===== src/rtl/rst_seq_pkg.sv =====
// Shared types and constants for the system reset sequencer.
// Latency: n/a (declarations only).
// Backpressure: n/a.
package rst_seq_pkg;

   typedef enum logic [2:0] {
      PWR_UP     = 3'd0,
      ASSERT     = 3'd1,
      WAIT_CLK   = 3'd2,
      REL_PERIPH = 3'd3,
      RUN        = 3'd4
   } state_t;

   localparam int CAUSE_POR  = 0;
   localparam int CAUSE_NDM  = 1;
   localparam int CAUSE_WDOG = 2;
   localparam int CAUSE_SW   = 3;

   localparam logic [3:0] CAUSE_RESET = 4'(1 << CAUSE_POR);

   // Map the three request sources onto their cause-register bit positions.
   function automatic logic [3:0] cause_bits(input logic ndm, input logic wdog, input logic sw);
      logic [3:0] b;
      b             = '0;
      b[CAUSE_NDM]  = ndm;
      b[CAUSE_WDOG] = wdog;
      b[CAUSE_SW]   = sw;
      return b;
   endfunction

endpackage


===== src/rtl/rst_sync_2ff.sv =====
// Two-flop synchroniser for a slow asynchronous level, cleared to 0 by reset.
// Latency: 2 clk_i cycles.
// Backpressure: none.
module rst_sync_2ff (
   input  logic clk_i,
   input  logic rst_ni,
   input  logic din,
   output logic dout
);

   logic meta;

   always_ff @(posedge clk_i or negedge rst_ni) begin
      if (!rst_ni) begin
         meta <= 1'b0;
         dout <= 1'b0;
      end else begin
         meta <= din;
         dout <= meta;
      end
   end

endmodule


===== src/rtl/rst_seq_ctrl.sv =====
// System reset sequencer: merges POR/PLL-lock/NDM/WDOG/SW requests; RST_CAUSE_EN keeps the cause register.
// Latency: outputs registered from next-state; request in RUN drops all resets on the next edge.
// Backpressure: none; waits on clk_enb_i with a CLK_WAIT_MAX timeout.
module rst_seq_ctrl
   import rst_seq_pkg::*;
#(
   parameter int HOLD_CYCLES  = 16,
   parameter int PERIPH_DLY   = 8,
   parameter int CLK_WAIT_MAX = 2048,
   parameter int CNT_W        = 16
) (
   input  logic       clk_i,
   input  logic       rst_ni,
   input  logic       pll_lock_i,
   input  logic       ndm_req_i,
   input  logic       wdog_bite_i,
   input  logic       sw_rst_req_i,
   input  logic       clk_enb_i,
   output logic       sys_rst_no,
   output logic       periph_rst_no,
   output logic       cpu_rst_no,
   output logic       rst_busy_o,
   output logic       clk_timeout_o,
   output logic [3:0] rst_cause_o
);

   localparam logic [CNT_W-1:0] HOLD_LAST   = CNT_W'(HOLD_CYCLES - 1);
   localparam logic [CNT_W-1:0] PERIPH_LAST = CNT_W'(PERIPH_DLY - 1);
   localparam logic [CNT_W-1:0] WAIT_LAST   = CNT_W'(CLK_WAIT_MAX - 1);
   localparam logic [CNT_W-1:0] ENB_MASKED  = CNT_W'(2);

   state_t           state_q, state_d;
   logic [CNT_W-1:0] cnt_q, cnt_d;
   logic             lock_s;
   logic [3:0]       req_bits;
   logic             req_any;
   logic             lock_lost;
   logic             timeout_hit;
   logic             sys_d, periph_d, cpu_d, busy_d;

   rst_sync_2ff u_lock_sync (
      .clk_i  (clk_i),
      .rst_ni (rst_ni),
      .din    (pll_lock_i),
      .dout   (lock_s)
   );

   assign req_bits  = cause_bits(ndm_req_i, wdog_bite_i, sw_rst_req_i);
   assign req_any   = |req_bits;
   assign lock_lost = !lock_s && (state_q != PWR_UP);

   // Next state and counter; lock loss overrides any same-cycle request.
   always_comb begin
      state_d     = state_q;
      timeout_hit = 1'b0;
      if (lock_lost) begin
         state_d = PWR_UP;
      end else begin
         case (state_q)
            PWR_UP:     if (lock_s) state_d = ASSERT;
            ASSERT:     if (!req_any && cnt_q == HOLD_LAST) state_d = WAIT_CLK;
            WAIT_CLK: begin
               if (req_any) begin
                  state_d = ASSERT;
               end else if (cnt_q >= ENB_MASKED && clk_enb_i) begin
                  state_d = REL_PERIPH;
               end else if (cnt_q == WAIT_LAST) begin
                  state_d     = REL_PERIPH;
                  timeout_hit = 1'b1;
               end
            end
            REL_PERIPH: begin
               if (req_any)                   state_d = ASSERT;
               else if (cnt_q == PERIPH_LAST) state_d = RUN;
            end
            RUN:        if (req_any) state_d = ASSERT;
            default:    state_d = PWR_UP;
         endcase
      end

      if (state_d != state_q || req_any)
         cnt_d = '0;
      else if (state_q == ASSERT || state_q == WAIT_CLK || state_q == REL_PERIPH)
         cnt_d = cnt_q + CNT_W'(1);
      else
         cnt_d = cnt_q;
   end

   // Output decode from the next state so outputs move with the state register.
   always_comb begin
      sys_d    = (state_d != PWR_UP) && (state_d != ASSERT);
      periph_d = (state_d == REL_PERIPH) || (state_d == RUN);
      cpu_d    = (state_d == RUN);
      busy_d   = (state_d != RUN);
   end

   always_ff @(posedge clk_i or negedge rst_ni) begin
      if (!rst_ni) begin
         state_q       <= PWR_UP;
         cnt_q         <= '0;
         sys_rst_no    <= 1'b0;
         periph_rst_no <= 1'b0;
         cpu_rst_no    <= 1'b0;
         rst_busy_o    <= 1'b1;
         clk_timeout_o <= 1'b0;
      end else begin
         state_q       <= state_d;
         cnt_q         <= cnt_d;
         sys_rst_no    <= sys_d;
         periph_rst_no <= periph_d;
         cpu_rst_no    <= cpu_d;
         rst_busy_o    <= busy_d;
         if (timeout_hit)
            clk_timeout_o <= 1'b1;
      end
   end

`ifdef RST_CAUSE_EN
   logic [3:0] cause_q;

   // A request out of RUN starts a fresh record; requests mid-sequence accumulate.
   always_ff @(posedge clk_i or negedge rst_ni) begin
      if (!rst_ni) begin
         cause_q <= CAUSE_RESET;
      end else if (!lock_lost && req_any) begin
         if (state_q == RUN)
            cause_q <= req_bits;
         else if (state_q != PWR_UP)
            cause_q <= cause_q | req_bits;
      end
   end

   assign rst_cause_o = cause_q;
`else
   assign rst_cause_o = 4'b0000;
`endif

endmodule


===== config.mk =====
export PLATFORM = sky130hd
export DESIGN_NAME = rst_seq_ctrl
export DESIGN_NICKNAME = d
export VERILOG_FILES = /design/src/rtl/rst_seq_pkg.sv /design/src/rtl/rst_sync_2ff.sv /design/src/rtl/rst_seq_ctrl.sv
export SDC_FILE = /design/constraint.sdc
export NUM_CORES = 1
export LEC_CHECK = 0
export BUFFER_PORTS_ARGS = -buffer_cell sky130_fd_sc_hd__buf_2
export CORE_ASPECT_RATIO = 1.4
export CORE_MARGIN = 2
export CORE_UTILIZATION = 39
export CTS_CLUSTER_DIAMETER = 60
export DETAILED_ROUTE_END_ITERATION = 16
export GPL_ROUTABILITY_DRIVEN = 0
export PLACE_DENSITY = 0.54
export SLEW_MARGIN = 20
export SYNTH_ARGS = -nofsm -noshare
export SYNTH_HDL_FRONTEND = slang
export SYNTH_SLANG_ARGS = --single-unit

===== constraint.sdc =====
create_clock -name clk_i -period 4.6 [get_ports clk_i]
set_input_delay 0.46 -clock clk_i [delete_from_list [all_inputs] [get_ports clk_i]]
set_output_delay 0.46 -clock clk_i [all_outputs]
set_load 0.05 [all_outputs]

Word-level counts from Yosys, hierarchy flattened
Cells that the tools add are included.
{"block": "totals", "regBits": 26, "in_bits": 7, "output_inout_bits": 9, "word_cells": 55}
{"block": "op_classes", "add_sub_neg": 1, "magnitude_cmp": 1, "n_eq_ne": 12, "mux": 17, "reduce_logical": 15}
{"op": "16-bit 2-to-1 mux", "count": 2}
{"op": "3-bit 2-to-1 mux", "count": 9}
{"op": "16-bit by 1-bit adder with 16-bit output (second input constant)", "count": 1}
{"op": "16-bit by 11-bit equality test with 1-bit output (second input constant)", "count": 1}
{"op": "16-bit by 3-bit equality test with 1-bit output (second input constant)", "count": 1}
{"op": "16-bit by 4-bit equality test with 1-bit output (second input constant)", "count": 1}
{"op": "16-bit by 2-bit greater-or-equal comparator with 1-bit output (second input constant)", "count": 1}
{"op": "3-bit case mux with 5 select lines", "count": 1}
{"op": "3-bit by 2-bit equality test with 1-bit output (second input constant)", "count": 3}
{"op": "3-bit equality test (second input constant)", "count": 2}
{"op": "3-bit nonzero test", "count": 2}
{"op": "1-bit 2-to-1 mux", "count": 5}
{"op": "1-bit logical AND", "count": 4}
{"op": "1-bit logical OR", "count": 4}
{"op": "3-bit by 1-bit equality test with 1-bit output (second input constant)", "count": 1}
{"op": "3-bit zero test", "count": 1}
{"op": "3-bit by 1-bit != test with 1-bit output (second input constant)", "count": 1}
{"op": "3-bit != test", "count": 1}
{"op": "3-bit != test (second input constant)", "count": 1}
{"op": "3-bit OR reduction", "count": 1}
{"op": "1-bit zero test", "count": 2}
{"op": "2-bit nonzero test", "count": 1}

Depth between registers and ports, before layout
{"block": "logic_depth", "word_depth": 9, "mapped_depth": 8, "depth_no_buf": 7}

Hierarchy
From an unflattened synthesis, not the netlist that was laid out.
{"block": "unflattened", "hier_cells": 191, "area_unflattened_um2": 1771.7}
{"mod": "rst_seq_ctrl", "instances": 1, "cells_per_inst": 189, "area_each_um2": 1721.7, "seq_area_each_um2": 601.8}
{"mod": "rst_sync_2ff", "instances": 1, "cells_per_inst": 2, "area_each_um2": 50.0, "seq_area_each_um2": 50.0}

Least setup slack after synthesis
Ideal clock, no wire load.
{"block": "synth_path", "kind": "reg2reg", "startpoint": "register cnt_q[12]", "endpoint": "register cnt_q[4]", "setup_time_ps": 121, "t_arrival_ps": 1880, "required_ps": 4479, "slack_ps": 2599, "stages_incl_launch_ff": 7, "path_buffers": 1, "synth_period_minus_slack_ps": 2001, "cell_sequence": "dfrtp_1 > or4_4 > nor3b_2 > a31oi_1 > a211oi_4 > buf_6 > nor3_1"}
{"block": "synth_via", "elab_chain_len": 9, "word_cells_on_any_way": 18, "cone_classes": "1 x order compare; 4 x eq/ne; 9 x mux; 4 x reduce/logical"}
{"element": "start: declaration", "line_no": "rst_seq_ctrl.sv:33", "rtl": "logic [CNT_W-1:0] cnt_q, cnt_d;"}
{"element": "start signal: assignment", "line_no": "rst_seq_ctrl.sv:108", "rtl": "cnt_q <= cnt_d;"}
{"element": "16-bit by 2-bit greater-or-equal comparator with 1-bit output / 16-bit by 11-bit equality test with 1-bit output (equally long branches)", "line_no": "rst_seq_ctrl.sv:65, rst_seq_ctrl.sv:67"}
{"element": "1-bit logical AND / 3-bit 2-to-1 mux (equally long branches)", "line_no": "rst_seq_ctrl.sv:65, rst_seq_ctrl.sv:67"}
{"element": "3-bit 2-to-1 mux", "line_no": "rst_seq_ctrl.sv:65", "rtl": "end else if (cnt_q >= ENB_MASKED && clk_enb_i) begin"}
{"element": "3-bit 2-to-1 mux", "line_no": "rst_seq_ctrl.sv:63", "rtl": "if (req_any) begin"}
{"element": "3-bit case mux with 5 select lines (*)", "line_no": "rst_seq_ctrl.sv:59", "rtl": "case (state_q)"}
{"element": "3-bit 2-to-1 mux (*)", "line_no": "rst_seq_ctrl.sv:56", "rtl": "if (lock_lost) begin"}
{"element": "3-bit != test (*)", "line_no": "rst_seq_ctrl.sv:81", "rtl": "if (state_d != state_q || req_any)"}
{"element": "1-bit logical OR (*)", "line_no": "rst_seq_ctrl.sv:81"}
{"element": "16-bit 2-to-1 mux / 2-bit nonzero test (equally long branches)"}
Mark *: on every way between the ends. The rest lies on a longest branch, timed or not.
A chain may end at the register's enable or synchronous reset.

Final worst setup path
{"block": "layout_path", "startpoint": "register cnt_q[12]", "endpoint": "register cnt_q[8]"}
The elaborated chain is that of the path after synthesis.

==> impl_summary.log <==
INFO  metric run_status = completed
INFO  metric synth_warnings = 0
INFO  metric finish.net_count = 184
INFO  metric worstPathCellList = or4_4 > nor3b_2 > a31oi_1 > a211oi_4 > nor3_1
INFO  metric cap_violations = 0
INFO  metric share_of_flip_flops_with_an_asynchronous_set_or_reset_after_synthesis = 100%
INFO  metric antenna_violating_nets_post_route = 0
INFO  metric die_area = 4660 um^2
INFO  metric cts-buffers-inserted = 3
INFO  metric clock-skew-final = 4.72 ps
INFO  metric postCtsSetupRepairBufs = 0
INFO  metric area_used_by_multi_input_combinational_logic = 835 um^2
INFO  metric worstSetupPathType = reg2reg
INFO  metric synthesis.area = 1610 um^2
INFO  metric drt-wirelength-per-cell = 15.6 um
INFO  metric drt_wl_total = 3380 um
INFO  metric detailed_place.area = 1630 um^2
INFO  metric overflow = 0
INFO  metric std_cell_rows = 27
INFO  metric setup_viol = 0
INFO  metric tightest_slew = 707 ps
INFO  metric slew_headroom = 52.7%
INFO  metric layout.filler_cells = 391
INFO  metric total_track_usage = 16.3%
INFO  metric flow.area_growth_from_synthesis = 5.76%
INFO  metric post_synth.cell_area_avg = 9.46 um^2
INFO  metric insertedDiodeCount = 0
INFO  metric final_area = 1700 um^2
INFO  metric ys_seq_elements = 26
INFO  metric crit_path_end_kind = flop
INFO  metric grt_antenna_before_repair = 0
INFO  metric route.detailed.drc = 0
INFO  metric p_leak = 0.688 nW
INFO  metric start_util = 40.7%
INFO  metric clkLatencyLatePin = 270 ps
INFO  metric timing_max_transition_violations_final = 0
INFO  metric cp.required = 4730 ps
INFO  metric design.core.area = 3950 um^2
INFO  metric critical_path.max_fanout = 16
INFO  metric vias = 1,243
INFO  metric worst_ir_drop_on_vdd = 0.000275 V
INFO  metric port-buffer-count = 11
INFO  metric achievable_freq = 424 MHz
INFO  metric rsz0062_at_grt = no
INFO  metric hold_path_class = in2async
INFO  metric crit_slowest_cell = a211oi_4
INFO  metric cp.buffers_inverters = 0
INFO  metric cts-root-to-sink-buffers = 2
INFO  metric clk_root_buffer_cell = clkbuf_8
INFO  metric first_pass_iters = 4
INFO  metric ctsResizeCount = 0
INFO  metric die_height = 80.0 um
INFO  metric grt_max_degree = 27
INFO  metric first_pass_grt_wire_length = 5900 um
INFO  metric drt_iter0_drc = 78
INFO  metric timing.final.hold_violations = 0
INFO  metric average_vias_per_placed_instance = 5.73
INFO  metric clock_sinks = 26
INFO  metric count_of_flip_flops_with_a_built_in_enable_after_synthesis = 0
INFO  metric clock_tree_from_tritoncts = yes
INFO  metric place.detailed.hpwl = 2490 um
INFO  metric finalSetupTns = 0 ps
INFO  metric cts.htree.levels = 1
INFO  metric final_layout_size_suffix_gt1_share = 15.5%
INFO  metric cp_top_family = simple AND/OR/NAND/NOR gates
INFO  metric yosys_most_used_dff = dfrtp_1
INFO  metric cts_hold_buffers = 0
INFO  metric seq_area_frac_synth = 40.5%
INFO  metric boundaryPins = 16
INFO  metric cp_slowest_stage_delay = 670 ps
INFO  metric fin_hold_ws = 176 ps
INFO  metric layout.area.seq = 652 um^2
INFO  metric critical_path.startpoint_type = flop
INFO  metric clock_slew_at_the_register_clock_pins_of_the_worst_setup_and_hold_paths = 90 ps
INFO  metric syn-instance-count = 170
INFO  metric post_synth_num_cell_types = 49
INFO  metric share_of_the_clock_period_used_by_the_worst_path_after_layout = 51.3%
INFO  metric finalCriticalPeriod = 2360 ps
INFO  metric cellPowerDensity = 331 nW/um^2
INFO  metric timing.critical_path.arrival = 2490 ps
INFO  metric dieWidth = 58.3 um
INFO  metric first_global_vias = 1,319
==> layout make-up <==
type / instances / share of cell area, %
sequential: 26 / 38.3
inverter: 9 / 1.99
clock inverter: 1 / 1.77
clock buffer: 3 / 2.43
multi-input combinational: 124 / 49.1
tap: 43 / 3.16
timing repair buffer: 11 / 3.24
==> report_power, final <==
| group | switching (mW) | total (mW) | internal [mW] |
|---|---|---|---|
| combinational | 0.0790 | 0.120 | 0.0407 |
| sequential | 0.0182 | 0.254 | 0.236 |
| clock | 0.0735 | 0.190 | 0.116 |
| total | 0.171 | 0.563 | 0.393 |
==> cell usage in the layout, fill, tap and decap left out, drive strengths merged, types with 2 or more instances in the layout <==
master  count
and4        2
nand4b      2
or3         2
dfrtp      25
nor2       14
nand3       9
clkbuf      3
ha          2
nand2b      2
inv         9
o21ai       2
buf        11
or4         2
xnor2      15
a211oi      3
and2        2
nor2b       2
nor3b       3
a21oi       4
conb        4
nand2       7
nor4        5
a31oi       3
nor3       20
==> flip-flops by register name, indices dropped and copies added, names as in the netlist <==
register          cells
cnt_q                16
state_q               3
clk_timeout_o         1
cpu_rst_no            1
periph_rst_no         1
rst_busy_o            1
sys_rst_no            1
u_lock_sync.dout      1
u_lock_sync.meta      1
==> cell families after synthesis <==
kind of cell    Yosys count  synth area share, %
simple gates             78                 28.5
mux                       1                0.623
other cells               1                0.233
flops                    26                 40.5
xor+xnor                 16                 8.72
buf+inv                  23                 8.25
compound gates           23                 11.6
fa+ha+maj                 2                 1.56
==> cells in the mapped netlist, types with 2 or more instances <==
library cell | number | area (um^2)
xnor2_1 | 15 | 131
a211oi_1 | 2 | 15.0
and4_1 | 2 | 17.5
nor2b_1 | 2 | 12.5
nand3_1 | 9 | 45.0
inv_1 | 9 | 33.8
or3_1 | 2 | 12.5
nor4_1 | 4 | 25.0
nor3_1 | 20 | 100
or4_4 | 2 | 22.5
nor2_1 | 14 | 52.6
clkbuf_1 | 4 | 15.0
buf_4 | 6 | 45.0
nand2b_1 | 2 | 12.5
nand2_1 | 7 | 26.3
o21ai_0 | 2 | 10.0
buf_6 | 3 | 33.8
ha_1 | 2 | 25.0
nor3b_1 | 2 | 15.0
a31oi_1 | 3 | 18.8
nand4b_1 | 2 | 17.5
a21oi_1 | 4 | 20.0
and2_1 | 2 | 12.5
dfrtp_1 | 25 | 626
==> stage by stage <==
stage                     std cells  total power, mW  utilization (%)  setup slack, ps
final                           217            0.563             43.0             2240
after global routing            217            0.593             43.0             2050
after CTS                       217            0.575             43.0             2180
after detailed placement        213            0.381             41.2             2200
after global placement          213            0.379             41.2             2300
after floorplan                 173            0.369                -             2600
==> layer usage <==
| metal | vias to the layer above | part of all wire, % | global-route usage, % |
|---|---|---|---|
| li1 | 604 | - | - |
| met1 | 617 | 45 | 18.6 |
| met2 | 15 | 51 | 28.7 |
| met3 | 7 | 1.7 | 2.43 |
| met4 | 0 | 2.0 | 8.37 |
| met5 | - | 0 | 0 |
==> final timing paths <==
check                                 start  slack (ps)          endpoint  depth (start not counted)
max                               cnt_q[12]        2240          cnt_q[8]                          5
min in group clk_i               pll_lock_i         290  u_lock_sync.meta                          1
min                                  rst_ni         180          cnt_q[6]                          1
max in group asynchronous            rst_ni        4040        rst_busy_o                          1
max reg2reg                       cnt_q[12]        2240          cnt_q[8]                          5
min reg2reg                u_lock_sync.meta         360  u_lock_sync.dout                          0
No activity file was read; power rests on OpenSTA's default activity.
